==> config.mk <==
export PLATFORM = sky130hd
export DESIGN_NAME = ex_stage_sb
export DESIGN_NICKNAME = d
export VERILOG_FILES = /design/src/rtl/ex_pkg.sv /design/src/rtl/ex_scoreboard.sv /design/src/rtl/ex_stage_sb.sv
export SDC_FILE = /design/constraint.sdc
export NUM_CORES = 1
export LEC_CHECK = 0
export BUFFER_PORTS_ARGS = -buffer_cell sky130_fd_sc_hd__buf_2
export CAP_MARGIN = 20
export CORE_UTILIZATION = 60
export DETAILED_ROUTE_END_ITERATION = 16
export PLACE_DENSITY = 0.91
export SLEW_MARGIN = 20
export SYNTH_ARGS = -nofsm -noshare
export SYNTH_HDL_FRONTEND = slang
export SYNTH_SLANG_ARGS = --single-unit
export TNS_END_PERCENT = 1
==> constraint.sdc <==
create_clock -name clock -period 11.3 [get_ports clock]
set_clock_uncertainty 0.05 [all_clocks]
set_input_delay 3.39 -clock clock [delete_from_list [all_inputs] [get_ports clock]]
set_output_delay 3.39 -clock clock [all_outputs]
set_load 0.02 [all_outputs]
==> src/rtl/ex_pkg.sv <==
// Shared decode constants, scoreboard state encoding and ALU op set for the execute stage.
// Aging helper keeps the EX -> MEM -> WB -> IDLE progression in one place.
package ex_pkg;
    localparam logic [5:0] OP_RTYPE = 6'b000000;
    localparam logic [5:0] OP_ADDI  = 6'b001000;
    localparam logic [5:0] OP_LW    = 6'b100011;
    localparam logic [5:0] OP_SW    = 6'b101011;

    localparam logic [5:0] FN_ADD = 6'b100000;
    localparam logic [5:0] FN_SUB = 6'b100010;
    localparam logic [5:0] FN_AND = 6'b100100;
    localparam logic [5:0] FN_OR  = 6'b100101;
    localparam logic [5:0] FN_SLT = 6'b101010;

    typedef enum logic [2:0] {
        SB_IDLE   = 3'd0,
        SB_EX_ALU = 3'd1,
        SB_EX_LD  = 3'd2,
        SB_MEM    = 3'd3,
        SB_WB     = 3'd4
    } sb_state_t;

    typedef enum logic [2:0] {
        ALU_ADD,
        ALU_SUB,
        ALU_AND,
        ALU_OR,
        ALU_SLT
    } alu_op_t;

    function automatic sb_state_t sb_age(input sb_state_t s);
        case (s)
            SB_EX_ALU, SB_EX_LD: return SB_MEM;
            SB_MEM:              return SB_WB;
            default:             return SB_IDLE;
        endcase
    endfunction
endpackage

==> src/rtl/ex_scoreboard.sv <==
// Per-register pipeline-position tracker for in-flight writes; lookups are combinational.
// Latency: set/age take effect on the next edge.
// Backpressure: hold freezes every entry.
module ex_scoreboard
    import ex_pkg::*;
#(
    parameter int REG_AW = 5
) (
    input  logic              clock,
    input  logic              reset,
    input  logic              hold,
    input  logic              set_en,
    input  logic [REG_AW-1:0] set_reg,
    input  logic              set_load,
    input  logic [REG_AW-1:0] rs_idx,
    input  logic [REG_AW-1:0] rt_idx,
    output sb_state_t         rs_state,
    output sb_state_t         rt_state
);
    localparam int N = 2**REG_AW;

    sb_state_t sb [N];

    // The issuing instruction is the youngest writer, so it overrides the aged value.
    always_ff @(posedge clock or posedge reset) begin
        if (reset) begin
            for (int i = 0; i < N; i++) sb[i] <= SB_IDLE;
        end else if (!hold) begin
            for (int i = 0; i < N; i++) begin
                if (set_en && set_reg == REG_AW'(i))
                    sb[i] <= set_load ? SB_EX_LD : SB_EX_ALU;
                else
                    sb[i] <= sb_age(sb[i]);
            end
        end
    end

    assign rs_state = (rs_idx == '0) ? SB_IDLE : sb[rs_idx];
    assign rt_state = (rt_idx == '0) ? SB_IDLE : sb[rt_idx];
endmodule

==> src/rtl/ex_stage_sb.sv <==
// MIPS execute stage: decode, forward, ALU/address arithmetic, EX/MEM latch.
// Latency: 1 cycle from ID/EX to ex_* outputs.
// Backpressure: hold freezes everything; load-use (or any pending source without forwarding) stalls ID.
module ex_stage_sb
    import ex_pkg::*;
#(
    parameter int DATA_W = 32,
    parameter int REG_AW = 5,
    parameter int MEM_AW = 10,
    parameter bit FWD_EN = 1'b1
) (
    input  logic              clock,
    input  logic              reset,
    input  logic              in_valid,
    input  logic [31:0]       ir,
    input  logic [DATA_W-1:0] rs_val,
    input  logic [DATA_W-1:0] rt_val,
    input  logic [DATA_W-1:0] imm,
    input  logic              hold,
    input  logic [DATA_W-1:0] mem_result,
    input  logic [DATA_W-1:0] wb_result,
    output logic              stall,
    output logic              ex_valid,
    output logic [DATA_W-1:0] ex_result,
    output logic [DATA_W-1:0] ex_store_data,
    output logic [MEM_AW-1:0] ex_mem_addr,
    output logic [REG_AW-1:0] ex_wb_reg,
    output logic              ex_is_load,
    output logic              ex_illegal
);
    logic [5:0]        opcode, funct;
    logic [REG_AW-1:0] rs_idx, rt_idx, rd_idx, dest;
    logic              legal, is_load, is_store, uses_rs, uses_rt, use_imm;
    alu_op_t           alu_op;
    sb_state_t         rs_state, rt_state;
    logic [DATA_W-1:0] rs_op, rt_op, op_b, alu_res;
    logic              issue;
    logic              unused_shamt;

    assign opcode       = ir[31:26];
    assign funct        = ir[5:0];
    assign rs_idx       = REG_AW'(ir[25:21]);
    assign rt_idx       = REG_AW'(ir[20:16]);
    assign rd_idx       = REG_AW'(ir[15:11]);
    assign unused_shamt = ^ir[10:6];

    always_comb begin
        legal    = 1'b0;
        is_load  = 1'b0;
        is_store = 1'b0;
        uses_rs  = 1'b0;
        uses_rt  = 1'b0;
        use_imm  = 1'b0;
        alu_op   = ALU_ADD;
        dest     = '0;
        case (opcode)
            OP_RTYPE: begin
                legal   = 1'b1;
                uses_rs = 1'b1;
                uses_rt = 1'b1;
                dest    = rd_idx;
                case (funct)
                    FN_ADD:  alu_op = ALU_ADD;
                    FN_SUB:  alu_op = ALU_SUB;
                    FN_AND:  alu_op = ALU_AND;
                    FN_OR:   alu_op = ALU_OR;
                    FN_SLT:  alu_op = ALU_SLT;
                    default: begin
                        legal   = 1'b0;
                        uses_rs = 1'b0;
                        uses_rt = 1'b0;
                        dest    = '0;
                    end
                endcase
            end
            OP_ADDI: begin
                legal = 1'b1; uses_rs = 1'b1; use_imm = 1'b1; dest = rt_idx;
            end
            OP_LW: begin
                legal = 1'b1; uses_rs = 1'b1; use_imm = 1'b1; is_load = 1'b1; dest = rt_idx;
            end
            OP_SW: begin
                legal = 1'b1; uses_rs = 1'b1; uses_rt = 1'b1; use_imm = 1'b1; is_store = 1'b1;
            end
            default: ;
        endcase
    end

    function automatic logic src_hazard(input sb_state_t st);
        return FWD_EN ? (st == SB_EX_LD) : (st != SB_IDLE);
    endfunction

    assign stall = in_valid && !hold &&
                   ((uses_rs && src_hazard(rs_state)) || (uses_rt && src_hazard(rt_state)));
    assign issue = in_valid && !stall;

    // EX_ALU means the producer sits in our own EX/MEM latch right now.
    always_comb begin
        rs_op = rs_val;
        case (rs_state)
            SB_EX_ALU: rs_op = ex_result;
            SB_MEM:    rs_op = mem_result;
            SB_WB:     rs_op = wb_result;
            default:   rs_op = rs_val;
        endcase
        rt_op = rt_val;
        case (rt_state)
            SB_EX_ALU: rt_op = ex_result;
            SB_MEM:    rt_op = mem_result;
            SB_WB:     rt_op = wb_result;
            default:   rt_op = rt_val;
        endcase
    end

    assign op_b = use_imm ? imm : rt_op;

    always_comb begin
        alu_res = '0;
        case (alu_op)
            ALU_ADD: alu_res = rs_op + op_b;
            ALU_SUB: alu_res = rs_op - op_b;
            ALU_AND: alu_res = rs_op & op_b;
            ALU_OR:  alu_res = rs_op | op_b;
            ALU_SLT: alu_res = DATA_W'($signed(rs_op) < $signed(op_b));
            default: alu_res = '0;
        endcase
    end

    always_ff @(posedge clock or posedge reset) begin
        if (reset) begin
            ex_valid      <= 1'b0;
            ex_result     <= '0;
            ex_store_data <= '0;
            ex_mem_addr   <= '0;
            ex_wb_reg     <= '0;
            ex_is_load    <= 1'b0;
            ex_illegal    <= 1'b0;
        end else if (!hold) begin
            ex_valid      <= issue;
            ex_result     <= (issue && legal) ? alu_res : '0;
            ex_store_data <= (issue && is_store) ? rt_op : '0;
            ex_mem_addr   <= (issue && (is_load || is_store)) ? alu_res[MEM_AW-1:0] : '0;
            ex_wb_reg     <= issue ? dest : '0;
            ex_is_load    <= issue && is_load;
            ex_illegal    <= issue && !legal;
        end
    end

    ex_scoreboard #(.REG_AW(REG_AW)) u_sb (
        .clock    (clock),
        .reset    (reset),
        .hold     (hold),
        .set_en   (issue && legal && (dest != '0)),
        .set_reg  (dest),
        .set_load (is_load),
        .rs_idx   (rs_idx),
        .rt_idx   (rt_idx),
        .rs_state (rs_state),
        .rt_state (rt_state)
    );
endmodule

==> run summary, run 1 <==
DRT iter0 DRCs -> 2568
Worst Path Max Fanout -> 26
Finished Layout Cells -> 2735
Fin crit share -> 88.5%
Post-Place Setup Slack -> 1.09 ns
CTS tree -> built
Cell variety after synth -> 82
Post-synthesis cell area -> 0.0177 mm2
Critical Setup Path Class -> in2reg
Largest register FFs -> 95
LEAKAGE -> 9.14 nW
Part of the Yosys area used for sequential elements -> 25.1%
Die Area -> 0.0301 mm2
Seq cells post-synth -> 177
Arr. time, crit path -> 10.27 ns
Synth Warn # -> 0
CTS sink cnt -> 177
Via count -> 19.9k
Area Growth Syn to Fin -> 12.2%
Top cells by area, synth -> dfrtp_1 25%, ha_1 6.9%, mux4_2 5.5%
Maximum clock rate -> 100 MHz
Final setup TNS -> 0 ns
Cells after Synth -> 2165
Total power -> 4.84 mW
Remaining DRCs -> 0
Fin nets -> 2632
Root buffer cell -> clkbuf_16
Startpoint Class -> primary input
Biggest register -> u_sb.sb
H-tree levels -> 4
Cells resized by post-CTS repair -> 0
Reg-to-Reg Start -> u_sb.sb[4]
Synth async-reset ratio -> 100%
Global-route wire length before repair -> 106 mm
Number of buffers on the longest clock path -> 2
Via/cell ratio -> 7.29
Largest net degree at the start of global routing -> 111
Worst reg-to-reg setup slack -> 4.46 ns
Avg Cell Area, Syn -> 8.16 um2
Most used DFF post-synth -> dfrtp_1
Most frequent cells in the layout -> 272 x buf_2, 243 x nand2_1, 177 x dfrtp_1
Row count -> 62
WHS -> 0.428 ns
Synthesized Nets -> 2461
DP HPWL -> 50.0 mm
Cts-stage hold buffer count -> 0
RePlAce Congestion -> 1.03
Most common cell after layout, fill and taps aside -> buf_2
Final Hold Viols -> 0
Initial antenna violation count -> 5
Vias in the first global route -> 19.2k
Cell type with the largest total area after synthesis -> dfrtp_1
Starting Density -> 61.2%
Total Routing Usage GR -> 44.9%
Number of max-cap violations -> 0
Die Height -> 174 um
Setup ws final -> 1.30 ns
Die X -> 174 um
RSZ-0062 raised after global routing -> no
Slew Limit Headroom -> 27.3%
CP required -> 11.57 ns
I/O pin cnt -> 279
Post-synth EDFFs -> 0
WL final -> 69.6 mm
Worst setup EP type -> register
# port buffers -> 273
Clock insertion delay at the later pin of the skew report -> 0.46 ns
Crit path from -> ir[17]
Tightest Hold Check Type -> reg2reg
Outcome -> finished clean
Pwr dens -> 244 mW/mm2
Drt wl/cell -> 25.4 um
Grt ovf -> 0
Reg2reg path depth -> 20
Peak VDD IR -> 0.000134 V
# setup viols final -> 0
Minimum clock period -> 10.00 ns
Cts bufs inserted -> 17
Max Slew Vio Count -> 0
Core Region -> 0.0289 mm2
Layout cell share with drive strength beyond 1 -> 20.8%
Post-CTS Setup Inserts -> 0
Largest regs -> u_sb.sb x95, ex_result x32, ex_store_data x32
Synth top area share -> 25.1%
Worst-margin pin slew -> 1.09 ns
Cells after DPL -> 2700
DR pass1 iterations -> 6
CTS clk-pin slew, worst paths -> 0.07 ns
Critical Path End -> ex_result[31]
Worst R2R End -> ex_result[30]
Post-route ant nets -> 0
-- stage by stage --
step,instance area [um2],util (%)
CTS,19800,68.6
detailed placement,19200,66.7
global placement,19200,66.7
global route,19800,68.7
floorplan,17700,-
finish,19800,68.7
-- routing by layer --
layer,wire (um),global-route usage (%),part of all wire [%],vias to the layer above
li1,-,-,-,8558
met1,25000,55.0,36,9368
met2,31400,71.0,45,1601
met3,8080,10.0,12,392
met4,5000,29.8,7.2,6
met5,46,0,0.066,-
-- logic make-up (layout without fill, tap and decap cells) --
| family | Yosys count | after routing | share of synthesized area, % |
|---|---|---|---|
| multiplexers | 150 | 150 | 12.0 |
| XOR/XNOR | 1 | 1 | 0.0496 |
| flip-flops | 177 | 177 | 25.1 |
| adder cells (fa/ha/maj) | 100 | 100 | 7.17 |
| AO/OA/AOI/OAI | 798 | 798 | 31.6 |
| other | 0 | 2 | 0 |
| buffers and inverters | 237 | 421 | 5.32 |
| AND/OR/NAND/NOR | 702 | 702 | 18.8 |
-- cells in the mapped netlist (34+ instances only) --
cell	n
a21o_1	74
clkbuf_1	130
nor2b_1	34
nand3_1	59
mux2i_1	40
nand2_1	243
ha_1	98
mux2_2	67
o21ai_0	125
a22oi_1	34
a22o_1	57
nor3_1	40
nor2_1	176
a21oi_1	153
mux4_2	43
a211oi_1	50
dfrtp_1	177
o31ai_1	37
inv_1	74
-- how the worst min path moves through the flow --
stage | end | depth (start not counted) | start | slack (ns)
final | ex_valid | 1 | ex_valid | 0.43
after global routing | ex_valid | 1 | ex_valid | 0.45
after global placement | ex_valid | 1 | ex_valid | 0.41
after detailed placement | ex_valid | 1 | ex_valid | 0.41
after CTS | ex_valid | 1 | ex_valid | 0.43
after floorplan | u_sb.sb[95] | 2 | u_sb.sb[94] | 0.41
-- layout make-up --
class	instances	area (um2)
diodes	2	5.00
repair buffers	313	1690
well taps	384	480
fillers	2358	9040
clock buffers	20	437
flip-flops and latches	177	4430
clock inverters	12	124
multi-input cells	1751	12400
inverters	76	290
-- where the power goes --
part           internal, mW  switching, mW
clock                 0.309          0.297
sequential            0.793          0.293
combinational          1.28           1.86
-- worst max-delay path, cell delays in order --
cell	delay, ns
buf_2	0.55
nor3b_1	0.48
a221o_1	0.23
a221o_1	0.13
nand3_2	0.47
nor3b_2	0.38
nor2_2	0.85
buf_4	0.39
a21oi_1	0.24
nor2_1	0.19
a21o_1	0.11
ha_1	0.34
o21ai_0	0.20
nor2_1	0.05
or3_1	0.34
a21o_1	0.25
a31oi_1	0.50
o31ai_1	0.34
a211oi_1	0.47
mux2i_1	0.24
a32oi_1	0.10
No activity file was read; power rests on OpenSTA's default activity.
==> inputs of run 2 (changes only) <==
CTS_BUF_LIST = sky130_fd_sc_hd__clkbuf_4 sky130_fd_sc_hd__clkbuf_8   (was not set)
clock period = 10 ns   (was 11.3 ns; I/O delays follow)
==> run summary, run 2 (synthesis gave the netlist of run 1 again) <==
Outcome -> finished clean
Via/cell ratio -> 7.28 (about the same)
Total power -> 5.44 mW (+12%)
Core Region -> 0.0289 mm2 (unchanged)
LEAKAGE -> 9.20 nW (+0.72%)
Peak VDD IR -> 0.000171 V (+28%)
Crit path max-delay cell type -> a2111oi_0
Pwr dens -> 274 mW/mm2 (+12%)
H-tree levels -> 4 (unchanged)
Most frequent cells in the layout -> 272 x buf_2, 243 x nand2_1, 177 x dfrtp_1
Die X -> 174 um (unchanged)
Initial antenna violation count -> 7 (+2)
Die Height -> 174 um (unchanged)
Max Slew Vio Count -> 0 (unchanged)
CP Cell Sequence -> buf_2, buf_4, mux4_2, and2_1, o31ai_1, nand4_1, and2_1, nor2b_4, buf_4, nor3_2, buf_4, a221o_1, ha_1, or3_1, nand3b_1, nor4b_1, nand3_1, and2_1, o21ai_0, mux2i_1, a2111oi_0, o21ai_0
Fin util -> 68.8% (+0.14 points)
I/O pin cnt -> 279 (unchanged)
Worst path max stage delay -> 0.54 ns (-0.31 ns)
Sequential cell area -> 0.00443 mm2 (unchanged)
Area Growth Syn to Fin -> 12.4%
Number of max-cap violations -> 0 (unchanged)
Crit-path leading delay family -> simple AND/OR/NAND/NOR gates
Starting Density -> 61.2% (unchanged)
Reg2reg path depth -> 21 (+5.0%)
FILL cells -> 2386 (+1.2%)
Drt wl/cell -> 25.2 um (-0.81%)
Startpoint Class -> primary input
Cts bufs inserted -> 17 (unchanged)
Root buffer cell -> clkbuf_8
Hold Path Sink -> ex_store_data[7]
WP buf/inv -> 4 (+2)
Slew Limit Headroom -> 20.6% (-6.7 points)
# port buffers -> 273 (unchanged)
Reg-to-Reg Start -> u_sb.sb[12]
RePlAce Congestion -> 1.03 (-0.73%)
Number of buffers on the longest clock path -> 2 (unchanged)
DP HPWL -> 50.5 mm (+1.0%)
# setup viols final -> 0 (unchanged)
Global-route wire length before repair -> 107 mm (+1.4%)
Area after DPL -> 0.0194 mm2 (+0.83%)
Fin area -> 0.0199 mm2 (+0.21%)
Final Hold Viols -> 0 (unchanged)
Multi-input logic area -> 0.0124 mm2 (unchanged)
Fin crit share -> 94.7%
Worst setup EP type -> register
Worst Path Max Fanout -> 33 (+27%)
Maximum clock rate -> 106 MHz
CTS tree -> built
Worst R2R End -> ex_result[30]
RSZ-0062 raised after global routing -> no
Row count -> 62 (unchanged)
WL final -> 69.6 mm (about the same)
Final setup TNS -> 0 ns (unchanged)
CTS sink cnt -> 177 (unchanged)
Clock insertion delay at the later pin of the skew report -> 0.53 ns (+0.07 ns)
Hold path startpoint -> ex_store_data[7]
Remaining DRCs -> 0 (unchanged)
Largest regs -> u_sb.sb x95, ex_result x32, ex_store_data x32
DR pass1 iterations -> 9 (+3)
Worst-margin pin slew -> 1.19 ns (+0.0967 ns)
Grt ovf -> 0 (unchanged)
CTS clk-pin slew, worst paths -> 0.13 ns (+0.06 ns)
Fin nets -> 2654 (+0.84%)
Most common cell after layout, fill and taps aside -> buf_2
Tightest Hold Check Type -> reg2reg
Post-CTS Setup Inserts -> 0 (unchanged)
Layout cell share with drive strength beyond 1 -> 21.7% (+0.86 points)
Largest net degree at the start of global routing -> 115 (+3.6%)
DRT iter0 DRCs -> 2768 (+7.8%)
Minimum clock period -> 9.47 ns
Vias in the first global route -> 18.9k (-1.4%)
Worst reg-to-reg setup slack -> 3.15 ns (-1.31 ns)
Largest register FFs -> 95 (unchanged)
CP required -> 10.35 ns (-1.22 ns)
Min-Delay Path Depth -> 2 (+1)
Post-route ant nets -> 0 (unchanged)
Total Routing Usage GR -> 45.5% (+0.68 points)
Cells resized by post-CTS repair -> 0 (unchanged)
Die Area -> 0.0301 mm2 (unchanged)
Arr. time, crit path -> 9.82 ns (-0.45 ns)
Biggest register -> u_sb.sb
Cts-stage hold buffer count -> 0 (unchanged)
Via count -> 20.1k (+0.77%)
Critical Setup Path Class -> in2reg
run 2: worst max-delay path by stage:
stage,startpoint,to,slack (ns),cells after the start
3_3_place_gp,ir[22],ex_result[24],0.34,23
5_1_grt,ir[22],ex_result[30],0.24,23
4_1_cts,ir[22],ex_result[30],0.85,22
6_report,ir[22],ex_result[30],0.53,22
3_5_place_dp,ir[22],ex_result[30],0.35,22
2_1_floorplan,ir[16],ex_result[30],1.39,24
run 2: tightest hold or removal path, delay by kind of cell (launching register included):
kind               cells  cell delay [ns]
AOI/OAI and AO/OA      1             0.06
DFF                    1             0.36
and+or+nand+nor        1             0.05
run 2: layer usage:
metal	global-route usage, %	vias to the layer above	part of all wire (%)
li1	-	8600	-
met1	57.4	9582	36
met2	71.8	1550	45
met3	11.1	336	12
met4	25.4	10	6.2
met5	0	-	0.085
run 2: cell type report:
cell class	instances	area share (%)
flip-flops and latches	177	22.3
diodes	2	0.0252
multi-input cells	1751	62.3
clock inverters	15	1.07
inverters	76	1.47
repair buffers	335	9.26
well taps	384	2.42
clock buffers	17	1.18
run 2: power breakdown:
group / total [mW] / internal, mW / switching [mW]
Sequential: 1.22 / 0.894 / 0.330
Clock: 0.584 / 0.205 / 0.379
Combinational: 3.63 / 1.51 / 2.13
Total: 5.44 / 2.61 / 2.84
run 2: metrics by stage:
step	hold WS, ns	setup slack [ns]	cells
final	0.444	0.531	2757
after global routing	0.468	0.245	2757
after CTS	0.447	0.852	2755
after detailed placement	0.418	0.347	2723
after global placement	0.408	0.339	2723
after floorplan	0.414	1.39	2165
